File: src/rtl/gin_bus_controller.sv
// GIN bus segment sequencer: shifts MCC IDs into the chain, pulses the
// chain load, then forwards a fixed number of tagged packets onto the bus.
module gin_bus_controller #(
  parameter int DATA_WIDTH = 64,
  parameter int TAG_WIDTH  = 4,
  parameter int NUM_MCC    = 12,
  parameter int CNT_WIDTH  = 16
) (
  input  logic                  clk,
  input  logic                  reset,
  input  logic                  cfg_start,
  input  logic [CNT_WIDTH-1:0]  cfg_len,
  input  logic [TAG_WIDTH-1:0]  cfg_id,
  input  logic                  cfg_id_valid,
  output logic [TAG_WIDTH-1:0]  id_shift_data,
  output logic                  id_shift_en,
  output logic                  id_load,
  input  logic [DATA_WIDTH-1:0] src_data,
  input  logic [TAG_WIDTH-1:0]  src_tag,
  input  logic                  src_valid,
  output logic                  src_ready,
  output logic [DATA_WIDTH-1:0] bus_data,
  output logic [TAG_WIDTH-1:0]  bus_tag,
  output logic                  bus_enable,
  input  logic                  bus_ready,
  output logic                  busy,
  output logic                  done,
  output logic [CNT_WIDTH-1:0]  sent_count
);

  typedef enum logic [2:0] {
    S_IDLE,
    S_CONFIG,
    S_LOAD,
    S_RUN,
    S_DONE
  } state_t;

  localparam logic [15:0] LAST_ID = 16'(NUM_MCC - 1);
  localparam logic [CNT_WIDTH-1:0] ONE = CNT_WIDTH'(1);

  state_t               state;
  logic [CNT_WIDTH-1:0] len_q;
  logic [CNT_WIDTH-1:0] accepted_cnt;
  logic [15:0]          id_cnt;
  logic                 accept;
  logic                 complete;
  logic [CNT_WIDTH:0]   sent_next;

  assign src_ready = (state == S_RUN)
                   && (accepted_cnt < len_q)
                   && (!bus_enable || bus_ready);
  assign accept    = src_valid && src_ready;
  assign complete  = bus_enable && bus_ready;
  assign sent_next = {1'b0, sent_count}
                   + {{CNT_WIDTH{1'b0}}, complete};
  assign busy      = (state != S_IDLE);

  always_ff @(posedge clk) begin
    if (reset) begin
      state         <= S_IDLE;
      len_q         <= '0;
      accepted_cnt  <= '0;
      id_cnt        <= '0;
      id_shift_data <= '0;
      id_shift_en   <= 1'b0;
      id_load       <= 1'b0;
      bus_data      <= '0;
      bus_tag       <= '0;
      bus_enable    <= 1'b0;
      done          <= 1'b0;
      sent_count    <= '0;
    end else begin
      id_shift_en <= 1'b0;
      id_load     <= 1'b0;
      done        <= 1'b0;
      unique case (state)
        S_IDLE: begin
          if (cfg_start) begin
            len_q        <= cfg_len;
            id_cnt       <= '0;
            accepted_cnt <= '0;
            sent_count   <= '0;
            state        <= S_CONFIG;
          end
        end
        S_CONFIG: begin
          if (cfg_id_valid) begin
            id_shift_data <= cfg_id;
            id_shift_en   <= 1'b1;
            id_cnt        <= id_cnt + 16'd1;
            if (id_cnt == LAST_ID) state <= S_LOAD;
          end
        end
        // load strobe lands after the final shift so the chain is settled
        S_LOAD: begin
          id_load <= 1'b1;
          state   <= S_RUN;
        end
        S_RUN: begin
          if (accept) begin
            bus_data     <= src_data;
            bus_tag      <= src_tag;
            bus_enable   <= 1'b1;
            accepted_cnt <= accepted_cnt + ONE;
          end else if (complete) begin
            bus_data   <= '0;
            bus_tag    <= '0;
            bus_enable <= 1'b0;
          end
          if (complete) sent_count <= sent_count + ONE;
          if (sent_next == {1'b0, len_q}) begin
            state <= S_DONE;
            done  <= 1'b1;
          end
        end
        S_DONE: state <= S_IDLE;
        default: state <= S_IDLE;
      endcase
    end
  end

endmodule

File: config.mk
export PLATFORM = sky130hd
export DESIGN_NAME = gin_bus_controller
export DESIGN_NICKNAME = d
export VERILOG_FILES = /design/src/rtl/gin_bus_controller.sv
export SDC_FILE = /design/constraint.sdc
export NUM_CORES = 1
export LEC_CHECK = 0
export BUFFER_PORTS_ARGS = -buffer_cell sky130_fd_sc_hd__buf_2
export CAP_MARGIN = 20
export CELL_PAD_IN_SITES_DETAIL_PLACEMENT = 1
export CELL_PAD_IN_SITES_GLOBAL_PLACEMENT = 1
export CORE_MARGIN = 2
export CORE_UTILIZATION = 35
export CTS_BUF_LIST = sky130_fd_sc_hd__clkbuf_4
export DETAILED_ROUTE_END_ITERATION = 10
export PLACE_DENSITY = 0.86
export SLEW_MARGIN = 20
export SYNTH_ARGS = -nofsm -noshare
export SYNTH_HDL_FRONTEND = slang
export SYNTH_SLANG_ARGS = --single-unit
File: constraint.sdc
create_clock -name clk -period 2.49 [get_ports clk]
set_input_delay 0 -clock clk [delete_from_list [all_inputs] [get_ports clk]]
set_output_delay 0 -clock clk [all_outputs]
set_load 0.03 [all_outputs]
==> out/qor.csv, run 1 <==
metric,value,unit
path class of the lowest-slack min-delay path,primary input to register,
DPL Wire Length,14940,um
violated checks,negative setup slack,
combined area of the multi-input logic cells,0.004285,mm^2
buffers added on ports,187,
Max Root-Sink Buffers,2,
Core Region,0.01864,mm^2
worst r2r src,accepted_cnt[8],
max_slew headroom,15.84,%
Syn Area/Cell,8.161,um^2
Post-Place Cells,1222,
"sum of internal, switching and leakage power",4.531,mW
most frequent cells after synthesis,"sky130_fd_sc_hd__dfxtp_1 (143), sky130_fd_sc_hd__nand2_1 (126), sky130_fd_sc_hd__a21oi_1 (93)",
average wire per standard cell,24.21,um
total CTS buffers,17,
combinational share of power,12.3,%
count of pins over their slew limit,0,
final number of hold-violating endpoints,0,
distinct cell type count after synthesis,62,
GR Util All Layers,25.94,%
class of the most critical setup path,register to register,
Worst Setup Slack post-DPL,-0.1118,ns
"critical path fanouts, max",8,
worst hold path startpoint,bus_ready,
post-synthesis sequential area ratio,43.15,%
crit path launch type,register,
worst reg-to-reg path cell count,12,
result of the run,"finished, violations left",
share of cells above drive strength 1,42.05,%
power density over the cells,416.7,mW/mm^2
Area contributors post-synth,"sky130_fd_sc_hd__dfxtp_1 (43%), sky130_fd_sc_hd__nand2_1 (7.1%), sky130_fd_sc_hd__a21oi_1 (7.0%), sky130_fd_sc_hd__nand3_1 (6.8%), sky130_fd_sc_hd__ha_1 (3.8%)",
register share of total power,51.4,%
CTS tree,done,
Max-cap violations,0,
Final Critical Period,2.781,ns
number of flip-flops and latches in the synthesized netlist,143,
number of warnings printed during yosys synthesis,0,
Initial Utilization,35.59,%
net switching power of the design,1.321,mW
leakage power total,4.470,nW
overall die height,141.7,um
maximum level of the CTS H-tree,4,
hold endpoint,sent_count[1],
Most Frequent Cell on Critical Path,sky130_fd_sc_hd__buf_4,
DRC violation count after routing,0,
gate count of the mapped netlist,813,
antenna violations before repair,5,
maximum operating frequency,359.6,MHz
total clock sinks,143,
Clock Latency Late Sink,0.60,ns
CP endpoint kind,register,
root buffer cell,sky130_fd_sc_hd__clkbuf_4,
clock skew,0.02961,ns
capturing point of the worst reg2reg path,bus_data[1],
number of fill cells in the layout,2131,
Total Nets Final,1264,
DRT iter0 DRCs,504,
number of primary I/O pins,188,
first-pass GRT wire length,41000,um
DIE WIDTH,141.7,um
vias per std cell,5.780,
CP cell instances,ha_2 > a21o_1 > a211o_1 > buf_4 > buf_4 > a31oi_1 > or3_4 > o21ai_4 > buf_12 > clkbuf_16 > nand3_1 > a21oi_1,
Internal Pwr Total,3.211,mW
share of flip-flops with an asynchronous set or reset,0,%
maximum VDD drop,0.3068,mV
share of the core filled with cells,58.33,%
"slowest stage delay, CP",0.47,ns
layout overhead on the synthesized area,63.89,%
area fraction of the dominant cell type after synthesis,43.15,%
critical path data arrival time,3.27,ns
"Net Count, Synth",927,
die footprint,0.02007,mm^2
worst path required time,2.98,ns
Placer Congestion,0.9050,
count of final setup violators,82,
worst-path cell with the longest stage delay,sky130_fd_sc_hd__dfxtp_1,
depth of the worst hold-timing path,5,
via total after detailed routing,8103,
num rows,50,
total detailed-routing wirelength,33950,um
post-layout instance count excluding filler cells,1402,
clock transition at the registers of the reported paths,0.16,ns
slew at the pin with the worst max-slew slack,1.262,ns
worst setup slack after layout,-0.2906,ns
number of enable-type register cells in the synthesized netlist,0,
"Top FF cell, synth",sky130_fd_sc_hd__dfxtp_1,
most frequently used cell type in the post-synthesis netlist,sky130_fd_sc_hd__dfxtp_1,
fraction of power spent switching nets,29.14,%
total iterations of the first detailed-routing run,5,
number of global-route vias before repair,7898,
fin crit share,111.7,%
combined flip-flop and latch cell area,0.002880,mm^2
Post-Syn Area,0.006635,mm^2
Antenna Violating Nets Remaining,0,
"setup slack, reg-to-reg",-0.29,ns
Clk pwr share,36.4,%
maximum number of pins on one net before global-route repair,71,
setup repair after global routing missed its margin,yes,
biggest area consumer among synthesized cells,sky130_fd_sc_hd__dfxtp_1,
overflow left after global routing,0,
## worst max-delay path by stage
stage	end	cells after the start	startpoint
floorplan	state[0]	10	bus_enable
global placement	state[0]	10	bus_enable
detailed placement	state[0]	10	bus_enable
CTS	src_ready	9	accepted_cnt[9]
global route	bus_data[1]	12	len_q[4]
finish	bus_data[1]	12	accepted_cnt[8]
## power by group through the flow
stage,sequential (mW),clock [mW],combinational [mW]
after floorplan,2.38,0,0.158
after global placement,2.37,0,0.310
after detailed placement,2.38,0,0.320
after CTS,2.32,1.63,0.475
after global routing,2.33,1.77,0.583
final,2.33,1.65,0.556
## sequential cells by signal (all words and copies together) (netlist names)
name / count
len_q: 16
accepted_cnt: 16
sent_count: 16
bus_tag: 4
bus_enable: 1
bus_data: 64
id_shift_data: 4
id_shift_en: 1
id_cnt: 16
state: 3
id_load: 1
done: 1
## critical path, delay by kind of cell (launching register included)
kind                     cells  cell delay [ns]
flip-flops                   1             0.47
AND/OR/NAND/NOR              2             0.52
buffers and inverters        4             0.55
adder cells (fa/ha/maj)      1             0.22
AO/OA/AOI/OAI                5             0.91
## stage by stage
stage               hold slack [ns]  TNS (ns)  instance area [um^2]
floorplan                    0.1360         0                  6638
global placement             0.2380         0                  7978
detailed placement           0.2464   -0.2017                  7978
CTS                          0.1046  -0.08061                  9495
global route                 0.1833    -9.855                 10870
finish                       0.1994    -6.684                 10870
## layer usage
| layer | wire [um] | track usage (%) |
|---|---|---|
| met1 | 12350 | 28.38 |
| met4 | 2245 | 13.11 |
| met2 | 17330 | 46.83 |
| met5 | 13 | 0 |
| met3 | 2004 | 6.142 |
## layout by cell type (no fill, tap or decap), types with 4 or more instances in the layout
cell type,count
sky130_fd_sc_hd__clkbuf_4,18
sky130_fd_sc_hd__dfxtp_2,11
sky130_fd_sc_hd__a21o_1,4
sky130_fd_sc_hd__nor2_1,63
sky130_fd_sc_hd__dlygate4sd3_1,111
sky130_fd_sc_hd__diode_2,5
sky130_fd_sc_hd__o21ai_0,12
sky130_fd_sc_hd__inv_1,20
sky130_fd_sc_hd__nand3_4,15
sky130_fd_sc_hd__a21oi_1,32
sky130_fd_sc_hd__ha_4,5
sky130_fd_sc_hd__buf_6,6
sky130_fd_sc_hd__a21oi_2,60
sky130_fd_sc_hd__nor4_1,5
sky130_fd_sc_hd__a22o_1,11
sky130_fd_sc_hd__xor2_1,19
sky130_fd_sc_hd__mux2i_1,6
sky130_fd_sc_hd__nand3_1,37
sky130_fd_sc_hd__ha_1,14
sky130_fd_sc_hd__nand2_2,13
sky130_fd_sc_hd__nand4_1,15
sky130_fd_sc_hd__or3_1,4
sky130_fd_sc_hd__nor2b_1,5
sky130_fd_sc_hd__nand2_1,103
sky130_fd_sc_hd__dfxtp_1,131
sky130_fd_sc_hd__nor3_1,11
sky130_fd_sc_hd__nand2_4,10
sky130_fd_sc_hd__clkinvlp_4,6
sky130_fd_sc_hd__clkbuf_16,12
sky130_fd_sc_hd__nand3_2,39
sky130_fd_sc_hd__o22ai_1,5
sky130_fd_sc_hd__buf_12,8
sky130_fd_sc_hd__buf_2,185
sky130_fd_sc_hd__buf_4,52
sky130_fd_sc_hd__a31oi_1,4
sky130_fd_sc_hd__and3_1,8
sky130_fd_sc_hd__xnor2_1,23
## cell type report
type                            count  area share, %
Clock buffer                       18          1.243
Clock inverter                     14          1.473
Timing Repair Buffer              377          27.82
Inverter                           22         0.7594
Sequential cell                   143          26.49
Tap cell                          234          2.692
Antenna cell                        5         0.1151
Multi-Input combinational cell    589          39.41
## cells by family after synthesis
kind of cell / share of synthesized area (%)
simple gates: 25.93
compound gates: 14.50
flops: 43.15
buf+inv: 6.204
xor+xnor: 5.544
fa+ha+maj: 3.771
mux: 0.9052
## repair_timing
item / CTS / global route
endpoints found under the setup margin: 8 / 86
cloned: 0 / 16
pin swaps: 10 / 101
endpoints found under the hold margin: 100 / 0
hold buffers: 111 / 0
buffers inserted: 4 / 12
gates resized for setup: 21 / 205
No activity file was read; power rests on OpenSTA's default activity.
==> run 2, diff against run 1 <==
--- a/config.mk
+++ b/config.mk
@@ -13,6 +13,7 @@
 export CORE_UTILIZATION = 35
 export CTS_BUF_LIST = sky130_fd_sc_hd__clkbuf_4
 export DETAILED_ROUTE_END_ITERATION = 10
+export MAX_ROUTING_LAYER = met4
 export PLACE_DENSITY = 0.86
 export SLEW_MARGIN = 20
 export SYNTH_ARGS = -nofsm -noshare
==> run 2 against run 1 <==
Via count fell by 3.4%. Worst hold slack lost 0.026 ns. The run still ends with negative setup slack left. Die area stayed put. Combinational power shrank 2%. Non-clock buffer count down 9. Register-to-register slack better by 0.09 ns. First-iteration DRC count is 9.1% lower. Clock power barely moved. Utilization fell by 2.1 points. Sequential share of layout area rose by 0.98 points. Clock skew down 0.0026 ns.
==> out/qor.csv, run 2 (synthesized netlist as in run 1, its figures left out) <==
metric,value,unit
worst r2r src,len_q[3],
maximum level of the CTS H-tree,4,
result of the run,"finished, violations left",
flip-flop count of the largest register after layout,64,
via total after detailed routing,7830,
fin crit share,107.9,%
DRC violation count after routing,0,
post-layout instance count excluding filler cells,1391,
Max-cap violations,0,
share of cells above drive strength 1,35.36,%
first-pass GRT wire length,40950,um
total iterations of the first detailed-routing run,5,
Total Nets Final,1255,
crit path launch type,register,
"commonest cells after routing, fill and taps aside","sky130_fd_sc_hd__buf_2 (185), sky130_fd_sc_hd__dfxtp_1 (132), sky130_fd_sc_hd__nand2_1 (122)",
Crit. Startpoint,len_q[3],
root buffer cell,sky130_fd_sc_hd__clkbuf_4,
CTS tree,done,
count of pins over their slew limit,0,
die footprint,0.02007,mm^2
leakage power total,4.291,nW
"critical path fanouts, max",31,
worst reg-to-reg path cell count,13,
buffers added on ports,187,
Clock Latency Late Sink,0.59,ns
count of final setup violators,61,
maximum VDD drop,0.2338,mV
vias per std cell,5.629,
Worst Setup Slack post-DPL,-0.1118,ns
slew at the pin with the worst max-slew slack,1.290,ns
number of primary I/O pins,188,
Placer Congestion,0.9206,
violated checks,negative setup slack,
Core Region,0.01864,mm^2
Antenna Violating Nets Remaining,0,
final number of hold-violating endpoints,0,
total clock sinks,143,
num rows,50,
share of the core filled with cells,56.21,%
path class of the lowest-slack min-delay path,primary input to register,
CP endpoint kind,register,
overall die height,141.7,um
power density over the cells,430.9,mW/mm^2
Most Frequent Cell on Critical Path,sky130_fd_sc_hd__buf_6,
worst path required time,2.99,ns
worst-path cell with the longest stage delay,sky130_fd_sc_hd__dfxtp_1,
DPL Wire Length,14940,um
final worst hold slack,0.1735,ns
class of the most critical setup path,register to register,
"slowest stage delay, CP",0.40,ns
DIE WIDTH,141.7,um
most flop-heavy register,bus_data,
Max Root-Sink Buffers,2,
Post-Place Cells,1222,
average wire per standard cell,22.75,um
layout overhead on the synthesized area,57.95,%
Initial Utilization,35.59,%
maximum operating frequency,372.3,MHz
"setup slack, reg-to-reg",-0.20,ns
clock skew,0.02706,ns
worst setup slack after layout,-0.1961,ns
Final Critical Period,2.686,ns
depth of the worst hold-timing path,4,
maximum number of pins on one net before global-route repair,71,
total CTS buffers,17,
capturing point of the worst reg2reg path,bus_data[61],
antenna violations before repair,3,
clock transition at the registers of the reported paths,0.15,ns
timing endpoint of the critical path,bus_data[61],
DRT iter0 DRCs,458,
critical path data arrival time,3.19,ns
most common library cell in the layout ignoring fill and taps,sky130_fd_sc_hd__buf_2,
setup repair after global routing missed its margin,yes,
CP cell instances,inv_1 > ha_1 > o21ai_0 > o21bai_2 > a41oi_2 > buf_4 > buf_6 > buf_6 > o21ai_4 > buf_12 > clkbuf_16 > nand3_1 > a21oi_1,
number of global-route vias before repair,7908,
total detailed-routing wirelength,31650,um
overflow left after global routing,0,
max_slew headroom,14.02,%
GR Util All Layers,26.73,%
run 2: changes by cell type in the layout (fill, tap and decap cells not counted), sizes merged:
cell,previous run,this run
buf,254,248
clkbuf,30,27
diode,5,3
run 2: final cells by class:
type / instances / area (um^2)
multi-input cells: 589 / 4033
flip-flops and latches: 143 / 2879
repair buffers: 368 / 2890
inverters: 22 / 82.58
well taps: 234 / 292.8
clock buffers: 18 / 135.1
diodes: 3 / 7.507
clock inverters: 14 / 160.2
fillers: 2163 / 8163
run 2: per-stage QoR:
stage | TNS (ns) | total power [mW] | instance area, um^2
2_1_floorplan | 0 | 2.536 | 6638
3_5_place_dp | -0.2017 | 2.695 | 7978
6_report | -4.526 | 4.516 | 10480
5_1_grt | -10.67 | 4.669 | 10480
4_1_cts | -0.08061 | 4.433 | 9495
3_3_place_gp | 0 | 2.684 | 7978
run 2: worst min-delay path by stage:
| stage | from | endpoint | slack [ns] |
|---|---|---|---|
| 2_1_floorplan | cfg_len[12] | len_q[12] | 0.14 |
| 3_3_place_gp | cfg_id[2] | id_shift_data[2] | 0.24 |
| 3_5_place_dp | cfg_id[0] | id_shift_data[0] | 0.25 |
| 4_1_cts | bus_ready | sent_count[1] | 0.10 |
| 5_1_grt | cfg_id[1] | id_shift_data[1] | 0.19 |
| 6_report | src_data[56] | bus_data[56] | 0.17 |
run 2: worst max-delay path: cells and delay by family, from the launching register on:
family / cells / cell delay (ns)
DFF: 1 / 0.40
and+or+nand+nor: 1 / 0.11
AOI/OAI and AO/OA: 5 / 0.92
adders and majority gates: 1 / 0.31
buffers and inverters: 6 / 0.86
run 2: what timing repair did:
action,CTS,global route
hold buffers,111,0
resized for setup,21,125
gates cloned,0,11
setup buffers,4,8
pin swaps,10,56
endpoints found under the setup margin,8,86
hold endpoints to repair,100,0
run 2: where the power goes:
group          leakage [nW]  internal, mW  total, mW  switching, mW
combinational          2.99         0.284      0.545          0.261
sequential             1.16          2.31       2.33         0.0186
clock                 0.140         0.622       1.64           1.02
total                  4.29          3.21       4.52           1.30
run 2: metal layers:
metal | GRT usage [%] | wire length [um] | up-vias | part of all wire [%]
met2 | 46.86 | 16160 | 394 | 51
met3 | 5.535 | 1784 | 148 | 5.6
met5 | - | 0 | - | 0
met1 | 28.88 | 11790 | 3792 | 37
met4 | 12.89 | 1910 | 0 | 6.0
li1 | - | - | 3496 | -
==> run 3, diff against run 2 <==
--- a/config.mk
+++ b/config.mk
@@ -7,14 +7,12 @@
 export LEC_CHECK = 0
 export BUFFER_PORTS_ARGS = -buffer_cell sky130_fd_sc_hd__buf_2
 export CAP_MARGIN = 20
-export CELL_PAD_IN_SITES_DETAIL_PLACEMENT = 1
-export CELL_PAD_IN_SITES_GLOBAL_PLACEMENT = 1
 export CORE_MARGIN = 2
-export CORE_UTILIZATION = 35
+export CORE_UTILIZATION = 49
 export CTS_BUF_LIST = sky130_fd_sc_hd__clkbuf_4
 export DETAILED_ROUTE_END_ITERATION = 10
 export MAX_ROUTING_LAYER = met4
-export PLACE_DENSITY = 0.86
+export PLACE_DENSITY = 0.87
 export SLEW_MARGIN = 20
 export SYNTH_ARGS = -nofsm -noshare
 export SYNTH_HDL_FRONTEND = slang
==> run 3 against run 2 <==
The flow still finishes with violations (negative setup slack). Critical path depth is the same. Non-clock buffer count shrank 20. Register-to-register slack gained 0.13 ns. Die area shrank 28%. Worst hold slack lost 0.082 ns. First-iteration DRC count grew 49%. Total power grew 2.6%. Critical endpoint is now bus_data[52].
==> out/qor.csv, run 3 (synthesized netlist as in run 1, its figures left out) <==
metric,value,unit
result of the run,"finished, violations left",
violated checks,negative setup slack,
layout overhead on the synthesized area,44.65,%
max_slew headroom,58.15,%
power density over the cells,482.7,mW/mm^2
root buffer cell,sky130_fd_sc_hd__clkbuf_4,
final worst hold slack,0.09178,ns
hold endpoint,accepted_cnt[0],
setup repair after global routing missed its margin,yes,
clock transition at the registers of the reported paths,0.13,ns
vias per std cell,5.720,
combinational share of power,10.5,%
first-pass GRT wire length,34500,um
register share of total power,50.3,%
Post-Place Cell Area,0.007833,mm^2
busiest metal layer after global routing,met2,
final number of hold-violating endpoints,0,
DRT iter0 DRCs,683,
overall die height,120.4,um
worst reg-to-reg path cell count,13,
die footprint,0.01449,mm^2
maximum VDD drop,0.4443,mV
Final Critical Period,2.558,ns
total detailed-routing wirelength,22920,um
net switching power of the design,1.135,mW
fraction of power spent switching nets,24.50,%
Core Region,0.01324,mm^2
number of primary I/O pins,188,
worst-path cell with the longest stage delay,sky130_fd_sc_hd__dfxtp_2,
leakage power total,4.109,nW
flip-flop count of the largest register after layout,64,
worst hold path startpoint,src_valid,
total iterations of the first detailed-routing run,6,
Placer Congestion,0.9595,
critical path data arrival time,3.04,ns
maximum number of pins on one net before global-route repair,70,
"setup slack, reg-to-reg",-0.07,ns
worst setup slack after layout,-0.06758,ns
Clock Latency Late Sink,0.56,ns
share of cells above drive strength 1,27.95,%
Max Root-Sink Buffers,2,
depth of the worst hold-timing path,7,
fin crit share,102.7,%
Internal Pwr Total,3.498,mW
capturing point of the worst reg2reg path,bus_data[52],
DPL Wire Length,12470,um
Post-Place Cells,1156,
"slowest stage delay, CP",0.35,ns
CTS tree,done,
Top Family by Delay on Critical Path,compound AO/OA/AOI/OAI gates,
CP cell instances,inv_1 > ha_4 > a211o_1 > a31oi_1 > o21bai_1 > a41oi_2 > buf_4 > buf_4 > o21ai_4 > buf_12 > buf_16 > nand3_1 > a21oi_2,
DIE WIDTH,120.4,um
count of final setup violators,15,
DRC violation count after routing,0,
"sum of internal, switching and leakage power",4.633,mW
Most Frequent Cell on Critical Path,sky130_fd_sc_hd__buf_4,
count of pins over their slew limit,0,
Clk pwr share,39.2,%
Total Nets Final,1235,
"critical path fanouts, max",27,
global routing usage on met2,51.80,%
post-layout instance count excluding filler cells,1311,
GR Util All Layers,30.52,%
maximum level of the CTS H-tree,4,
CP endpoint kind,register,
met3 usage,6.604,%
overflow left after global routing,0,
buffers added on ports,187,
Max-cap violations,0,
average wire per standard cell,17.48,um
class of the most critical setup path,register to register,
clock skew,0.02941,ns
total CTS buffers,17,
met1 track demand over resource,33.45,%
slew at the pin with the worst max-slew slack,0.6277,ns
worst path required time,2.97,ns
"commonest cells after routing, fill and taps aside","sky130_fd_sc_hd__buf_2 (185), sky130_fd_sc_hd__dfxtp_1 (132), sky130_fd_sc_hd__nand2_1 (125)",
path class of the lowest-slack min-delay path,primary input to register,
worst r2r src,len_q[2],
Antenna Violating Nets Remaining,0,
summed area of non-filler cells in the final layout,0.009598,mm^2
total clock sinks,143,
most common library cell in the layout ignoring fill and taps,sky130_fd_sc_hd__buf_2,
number of global-route vias before repair,7330,
Initial Utilization,50.10,%
antenna violations before repair,1,
num rows,42,
Worst Path Buf+Inv,5,
most flop-heavy register,bus_data,
maximum operating frequency,391.0,MHz
crit path launch type,register,
via total after detailed routing,7499,
## run 3: timing repair
action                     4_1_cts  5_1_grt
gates cloned                     0        3
pin swaps                        6       20
setup endpoints to repair        3       87
hold buffers                   112        0
setup buffers                    4        3
resized for setup               10       33
hold endpoints to repair        99        0
## run 3: metrics by stage
stage                TNS, ns  setup slack [ns]  util, %
finish               -0.3337          -0.06758    72.48
CTS                 -0.03439          -0.03439    70.72
global route          -4.674           -0.1468    72.48
detailed placement         0           0.01670    59.15
global placement           0           0.08822    59.15
floorplan                  0          0.008002        -
## run 3: tightest hold or removal path: stages
cell                      delay (ns)
sky130_fd_sc_hd__buf_2          0.09
sky130_fd_sc_hd__inv_1          0.07
sky130_fd_sc_hd__nor2_2         0.06
sky130_fd_sc_hd__o21ai_4        0.07
sky130_fd_sc_hd__buf_12         0.13
sky130_fd_sc_hd__buf_8          0.12
sky130_fd_sc_hd__o31ai_2        0.06
## run 3: layer usage
metal / share of wire [%] / routed length (um) / vias up
met5: 0 / 0 / -
met3: 7.4 / 1699 / 116
met4: 4.7 / 1078 / 0
li1: - / - / 3433
met2: 50 / 11490 / 437
met1: 38 / 8653 / 3513
## run 3: how the worst max path moves through the flow
stage	start	slack, ns	depth (start not counted)	endpoint
finish	len_q[2]	-0.07	13	bus_data[52]
global route	len_q[2]	-0.15	13	bus_data[52]
CTS	accepted_cnt[9]	-0.03	9	src_ready
detailed placement	len_q[9]	0.02	11	bus_data[32]
global placement	len_q[9]	0.09	11	bus_data[45]
floorplan	bus_enable	0.008	10	state[0]
## run 3: area by class of cell
type / instances / area, um^2
Sequential cell: 143 / 2879
Timing Repair Buffer: 348 / 2550
Clock buffer: 19 / 142.6
Antenna cell: 1 / 2.502
Fill cell: 921 / 3645
Tap cell: 176 / 220.2
Multi-Input combinational cell: 589 / 3510
Clock inverter: 13 / 211.5
Inverter: 22 / 82.58
## run 3: power groups by stage
stage	Sequential (mW)	Combinational (mW)	Clock, mW
after detailed placement	2.38	0.303	0
after CTS	2.33	0.451	1.82
final	2.33	0.487	1.82
after floorplan	2.38	0.158	0
after global placement	2.38	0.298	0
after global routing	2.33	0.520	1.92
